--- config.mk ---
export PLATFORM = sky130hd
export DESIGN_NAME = alu_sub_seq_ctrl
export DESIGN_NICKNAME = d
export VERILOG_FILES = /design/src/rtl/alu_sub_seq_ctrl.sv
export SDC_FILE = /design/constraint.sdc
export NUM_CORES = 1
export LEC_CHECK = 0
export BUFFER_PORTS_ARGS = -buffer_cell sky130_fd_sc_hd__buf_2
export CAP_MARGIN = 20
export CORE_AREA = 3 3 166 168
export DETAILED_ROUTE_END_ITERATION = 8
export DIE_AREA = 0 0 169 171
export HOLD_SLACK_MARGIN = 0.06
export PLACE_DENSITY = 0.67
export SLEW_MARGIN = 20
export SYNTH_ARGS = -nofsm -noshare
export SYNTH_HDL_FRONTEND = slang
export SYNTH_SLANG_ARGS = --single-unit
export TNS_END_PERCENT = 5
--- constraint.sdc ---
create_clock -name CLK -period 3.75 [get_ports CLK]
set_clock_uncertainty 0.2 [all_clocks]
set_input_delay 1.125 -clock CLK [delete_from_list [all_inputs] [get_ports CLK]]
set_output_delay 1.125 -clock CLK [all_outputs]
set_load 0.05 [all_outputs]
--- src/rtl/alu_sub_seq_ctrl.sv ---
// ---------------------------------------------------------------------------
// alu_sub_seq_ctrl
//   Sequencer and arbiter that shares one combinational 32-bit subtractor
//   between two requesters. A narrow op takes one pass through the unit.
//   A wide op takes two passes: the low word first, then the high word, with
//   the borrow from the low pass fed in as the high pass borrow-in. Results
//   return on one response channel, tagged with the requester ID.
//
//   Optional build macro: ALU_SEQ_STATS_EN. It adds STAT_CNT0/STAT_CNT1,
//   which are saturating per-requester counts of completed responses.
//
// Ports
//   CLK, RST_N            clock (rising edge), async active-low reset
//   REQn_VALID/READY      request handshake. READY pulses for one cycle on
//                         grant and is only ever asserted in IDLE.
//   REQn_X/Y [63:0]       minuend / subtrahend (bits [63:32] unused if narrow)
//   REQn_WIDE, REQn_B_IN  64-bit select, borrow-in
//   RSP_VALID/READY       response handshake
//   RSP_ID, RSP_Z[63:0]   owner of the result, difference
//   RSP_B_OUT             final borrow-out
//   SUB_X/Y[31:0],SUB_C_IN   drive the external subtractor (0 when unused)
//   SUB_Z[31:0],SUB_C_OUT    subtractor result, sampled in the same cycle
//   STAT_CNT0/1[STAT_W-1:0]  (ALU_SEQ_STATS_EN only) response counters
// ---------------------------------------------------------------------------
module alu_sub_seq_ctrl #(
  parameter int STAT_W = 16
) (
  input  logic        CLK,
  input  logic        RST_N,
  input  logic        REQ0_VALID,
  output logic        REQ0_READY,
  input  logic [63:0] REQ0_X,
  input  logic [63:0] REQ0_Y,
  input  logic        REQ0_WIDE,
  input  logic        REQ0_B_IN,
  input  logic        REQ1_VALID,
  output logic        REQ1_READY,
  input  logic [63:0] REQ1_X,
  input  logic [63:0] REQ1_Y,
  input  logic        REQ1_WIDE,
  input  logic        REQ1_B_IN,
  output logic        RSP_VALID,
  input  logic        RSP_READY,
  output logic        RSP_ID,
  output logic [63:0] RSP_Z,
  output logic        RSP_B_OUT,
  output logic [31:0] SUB_X,
  output logic [31:0] SUB_Y,
  output logic        SUB_C_IN,
  input  logic [31:0] SUB_Z,
  input  logic        SUB_C_OUT
`ifdef ALU_SEQ_STATS_EN
  ,
  output logic [STAT_W-1:0] STAT_CNT0,
  output logic [STAT_W-1:0] STAT_CNT1
`endif
);

  typedef enum logic [1:0] {S_IDLE, S_LO, S_HI, S_RESP} state_t;

  state_t      r_state, w_next;
  logic        r_last;          // requester granted most recently
  logic [63:0] r_x, r_y, r_z;
  logic        r_wide, r_bin, r_id, r_borrow;
  logic        w_gnt0, w_gnt1, w_any;

  // STAT_W only sizes the optional counters; a zero width is not meaningful.
  if (STAT_W < 1) begin : g_stat_w_invalid
  end

  // Round-robin between two: a lone requester always wins, and on contention
  // the one that did not win last time goes. r_last resets to 1 so that
  // requester 0 takes the first contended grant.
  always_comb begin
    w_gnt1 = REQ1_VALID && (!REQ0_VALID || !r_last);
    w_gnt0 = REQ0_VALID && !w_gnt1;
    w_any  = w_gnt0 || w_gnt1;
  end

  always_ff @(posedge CLK or negedge RST_N) begin
    if (!RST_N) r_state <= S_IDLE;
    else        r_state <= w_next;
  end

  always_comb begin
    w_next     = r_state;
    REQ0_READY = 1'b0;
    REQ1_READY = 1'b0;
    SUB_X      = 32'd0;
    SUB_Y      = 32'd0;
    SUB_C_IN   = 1'b0;
    RSP_VALID  = 1'b0;
    RSP_ID     = 1'b0;
    RSP_Z      = 64'd0;
    RSP_B_OUT  = 1'b0;
    case (r_state)
      S_IDLE: begin
        // READY is masked by reset so every output reads 0 while held in reset.
        REQ0_READY = w_gnt0 && RST_N;
        REQ1_READY = w_gnt1 && RST_N;
        if (w_any) w_next = S_LO;
      end
      S_LO: begin
        SUB_X    = r_x[31:0];
        SUB_Y    = r_y[31:0];
        SUB_C_IN = r_bin;
        w_next   = r_wide ? S_HI : S_RESP;
      end
      S_HI: begin
        SUB_X    = r_x[63:32];
        SUB_Y    = r_y[63:32];
        SUB_C_IN = r_borrow;
        w_next   = S_RESP;
      end
      S_RESP: begin
        RSP_VALID = 1'b1;
        RSP_ID    = r_id;
        RSP_Z     = r_z;
        RSP_B_OUT = r_borrow;
        if (RSP_READY) w_next = S_IDLE;
      end
      default: w_next = S_IDLE;
    endcase
  end

  // Operand latch on grant, then one capture per subtractor pass. r_z is
  // cleared on grant so a narrow result carries zeros in [63:32].
  always_ff @(posedge CLK or negedge RST_N) begin
    if (!RST_N) begin
      r_last   <= 1'b1;
      r_x      <= 64'd0;
      r_y      <= 64'd0;
      r_z      <= 64'd0;
      r_wide   <= 1'b0;
      r_bin    <= 1'b0;
      r_id     <= 1'b0;
      r_borrow <= 1'b0;
    end else begin
      case (r_state)
        S_IDLE: begin
          if (w_any) begin
            r_x      <= w_gnt1 ? REQ1_X    : REQ0_X;
            r_y      <= w_gnt1 ? REQ1_Y    : REQ0_Y;
            r_wide   <= w_gnt1 ? REQ1_WIDE : REQ0_WIDE;
            r_bin    <= w_gnt1 ? REQ1_B_IN : REQ0_B_IN;
            r_id     <= w_gnt1;
            r_last   <= w_gnt1;
            r_z      <= 64'd0;
            r_borrow <= 1'b0;
          end
        end
        S_LO: begin
          r_z[31:0] <= SUB_Z;
          r_borrow  <= SUB_C_OUT;
        end
        S_HI: begin
          r_z[63:32] <= SUB_Z;
          r_borrow   <= SUB_C_OUT;
        end
        default: ;
      endcase
    end
  end

`ifdef ALU_SEQ_STATS_EN
  logic [STAT_W-1:0] r_cnt0, r_cnt1;
  logic              w_done;

  assign w_done = RSP_VALID && RSP_READY;

  // Counts hold at all-ones instead of wrapping.
  always_ff @(posedge CLK or negedge RST_N) begin
    if (!RST_N) begin
      r_cnt0 <= '0;
      r_cnt1 <= '0;
    end else if (w_done) begin
      if (!r_id && (r_cnt0 != '1)) r_cnt0 <= r_cnt0 + 1'b1;
      if ( r_id && (r_cnt1 != '1)) r_cnt1 <= r_cnt1 + 1'b1;
    end
  end

  assign STAT_CNT0 = r_cnt0;
  assign STAT_CNT1 = r_cnt1;
`endif

endmodule

==> results.sh <==
export IMPL_status="completed"
export IMPL_clk_pin_slew_worst_paths_ps=80
export IMPL_routed_via_density=5.46
export IMPL_crit_path_cell_trace="inv_1 -> ha_4 -> buf_12 -> a22oi_1 -> nor2b_1 -> buf_2"
export IMPL_synth_edf_count=0
export IMPL_tightest_slew_ps=998
export IMPL_synth_most_common_cell="a21oi_1"
export IMPL_cts_hold_buffers=0
export IMPL_io_pins=432
export IMPL_synthesis_nets=1563
export IMPL_dieArea_mm2=0.0289
export IMPL_period_needed_ps=3620
export IMPL_crit_required_ps=2420
export IMPL_fmax_mhz=277
export IMPL_drive_above_1_share=0.309
export IMPL_synth_avg_cell_area_um2=8.21
export IMPL_critPathLaunch="r_state[1]$_DFFE_PN0P_"
export IMPL_synth_seq_area_share=0.482
export IMPL_synthCells=1259
export IMPL_drt_initial_drc_count=992
export IMPL_num_rows=59
export IMPL_crit_path_start_kind="register"
export IMPL_fin_nets=1925
export IMPL_cts_made_buffers=17
export IMPL_ys_ff_latch=199
export IMPL_routedWlPerCell_um=19.3
export IMPL_relSlewSlack=0.335
export IMPL_p_per_area_mw_per_mm2=966
export IMPL_grt_pass1_vias=10200
export IMPL_r2r_start="r_state[0]$_DFFE_PN0P_"
export IMPL_crit_fanout=38
export IMPL_portBuffers=431
export IMPL_synth_fa_ha_area_frac=0.00726
export IMPL_rsz0062_at_grt="no"
export IMPL_netlist_area_mm2=0.0103
export IMPL_antenna_left=0
export IMPL_insertion_delay_ps=420
export IMPL_synth_area_leader_cell="dfrtp_1"
export IMPL_drcViolationCount=0
export IMPL_ys_warn_count=0
export IMPL_hold_viol_final=0
export IMPL_num_vias=10700
export IMPL_final_fill_count=2558
export IMPL_grt_antenna_before_repair=1
export IMPL_setup_viol=0
export IMPL_max_clock_path_buffers=2
export IMPL_tns_ps=0
export IMPL_antenna_cells=0
export IMPL_cts_tree="built"
export IMPL_p_leak_nw=6.58
export IMPL_htreeDepth=4
export IMPL_yosysUniqueCellTypes=29
export IMPL_dp_hpwl_um=26000
export IMPL_clock_sinks=199
export IMPL_synth_top_area_frac=0.479
export IMPL_overflow=0
export IMPL_critPathMaxStageDelay_ps=460
export IMPL_hp_class="register to register"
export IMPL_muxShareOfSynthArea=0.00109
export IMPL_p_total_mw=13.0
export IMPL_ys_top_cells_by_count="261 x a21oi_1, 198 x dfrtp_1, 195 x nand2_1"
export IMPL_die_y_um=171
export IMPL_arrival_ps=2290
export IMPL_synth_area_leaders="dfrtp_1 48%, a21oi_1 13%, nand2_1 7.1%"
export IMPL_async_flop_share=1.00
export IMPL_cp_slowest_cell="dfrtp_1"
export IMPL_synth_xor_area_frac=0
export IMPL_synth_ff_type="dfrtp_1"
export IMPL_crit_path_end_kind="output pin"
export IMPL_grt_max_degree=132
export IMPL_synth_top_family_by_area="compound AO/OA/AOI/OAI gates"
export IMPL_first_pass_iters=5
export IMPL_synth_compound_area_frac=0.258
export IMPL_hold_start="r_z[0]$_DFFE_PN0P_"
export IMPL_die_width_um=169
export IMPL_fin_crit_sh=0.964
export IMPL_yosys_area_share_simple=0.203
export IMPL_drt_total_wl_um=38000
export IMPL_maxCapViolCount=0
export IMPL_initial_core_util=0.397
export IMPL_grt_total_usage=0.247
export IMPL_coreArea_mm2=0.0261
export IMPL_routabilityCongestion=0.878
export IMPL_grt_pass1_wl_um=56400
export IMPL_cts_root_buffer="clkbuf_16"
export IMPL_ir_worst_vdd_v=0.000745
export IMPL_drv_slew=0
export IMPL_crit_type="register to output pin"
export IMPL_areaGrowthSynthToFinish_pct=30.3
## worst paths after layout
| kind | to | slack, ps | cells past startpoint |
|---|---|---|---|
| max | SUB_X[11] | 130 | 6 |
| min | r_z[0]$_DFFE_PN0P_ | 310 | 2 |
| max reg2reg | r_state[1]$_DFFE_PN0P_ | 1160 | 6 |
| min reg2reg | r_z[0]$_DFFE_PN0P_ | 310 | 2 |
| max in group asynchronous | r_y[47]$_DFFE_PN0P_ | 1180 | 3 |
| min in group asynchronous | r_z[42]$_DFFE_PN0P_ | 320 | 1 |
## flip-flops by register name (all words and copies together) (netlist names)
signal	cells
r_wide	1
r_bin	1
r_last	1
r_y	64
r_z	64
r_x	64
r_borrow	1
r_id	1
r_state	2
## power by group
| group | leakage (nW) | internal [mW] | switching, mW |
|---|---|---|---|
| Clock | 0.267 | 0.890 | 0.916 |
| Sequential | 2.37 | 3.11 | 0.560 |
| Combinational | 3.95 | 2.28 | 5.25 |
## cells by family after synthesis
family	count (synthesis)
AOI/OAI and AO/OA	464
adders and majority gates	6
buffers and inverters	122
DFF	199
muxes	1
and+or+nand+nor	467
## area by class of cell
type / instances / area (um^2) / share of cell area
clock buffer: 18 / 439 / 0.0326
clock inverter: 12 / 113 / 0.00836
inverter: 2 / 7.51 / 0.000557
multi-input combinational: 938 / 4940 / 0.366
sequential: 199 / 4980 / 0.370
tap: 335 / 419 / 0.0311
timing repair buffer: 463 / 2580 / 0.191
## layer usage
metal | vias to the layer above | part of all wire | global-route usage
met5 | - | 0.00032 | 0
met4 | 2 | 0.019 | 0.0646
met3 | 47 | 0.079 | 0.0513
met2 | 545 | 0.49 | 0.418
met1 | 5123 | 0.41 | 0.324
li1 | 5024 | - | -
## through the flow
| step | worst slack [ps] | utilization | std cells | hold slack [ps] | area (um^2) |
|---|---|---|---|---|---|
| 6_report | 134 | 0.517 | 1967 | 310 | 13500 |
| 5_1_grt | 3.30 | 0.517 | 1967 | 293 | 13500 |
| 4_1_cts | 10.6 | 0.515 | 1963 | 299 | 13400 |
| 3_5_place_dp | 306 | 0.493 | 1932 | 289 | 12900 |
| 3_3_place_gp | 369 | 0.493 | 1932 | 281 | 12900 |
| 2_1_floorplan | 66.3 | - | 1259 | 258 | 10300 |
## critical path: cells and delay by family, from the launching register on
kind                       cells  cell delay (ps)
adders and majority gates      1              350
DFF                            1              460
AOI/OAI and AO/OA              1              100
buffers and inverters          3              760
and+or+nand+nor                1              180
## layout by cell type, fill, tap and decap left out, types with 2 or more instances in the layout
cell type / netlist / final
buf_2: 31 / 427
a21oi_1: 261 / 261
dfrtp_1: 198 / 198
nand2_1: 195 / 195
nor2_1: 135 / 133
nor2b_1: 66 / 66
and2_1: 66 / 66
a22oi_1: 65 / 65
o21ai_0: 65 / 65
o31ai_1: 64 / 64
buf_4: 1 / 21
clkbuf_16: 0 / 17
buf_12: 0 / 12
inv_8: 0 / 4
clkinv_4: 0 / 4
ha_1: 6 / 3
inv_1: 2 / 2
nor2_4: 0 / 2
nand2b_1: 2 / 2
a31oi_1: 2 / 2
ha_4: 0 / 2
inv_6: 0 / 2
clkinvlp_4: 0 / 2
clkbuf_8: 0 / 2
buf_8: 0 / 2
## repair_timing
item                       CTS  global route
gates resized for setup      3             0
setup endpoints to repair   45            48
buffers inserted             1             4
No activity file was read; power rests on OpenSTA's default activity.
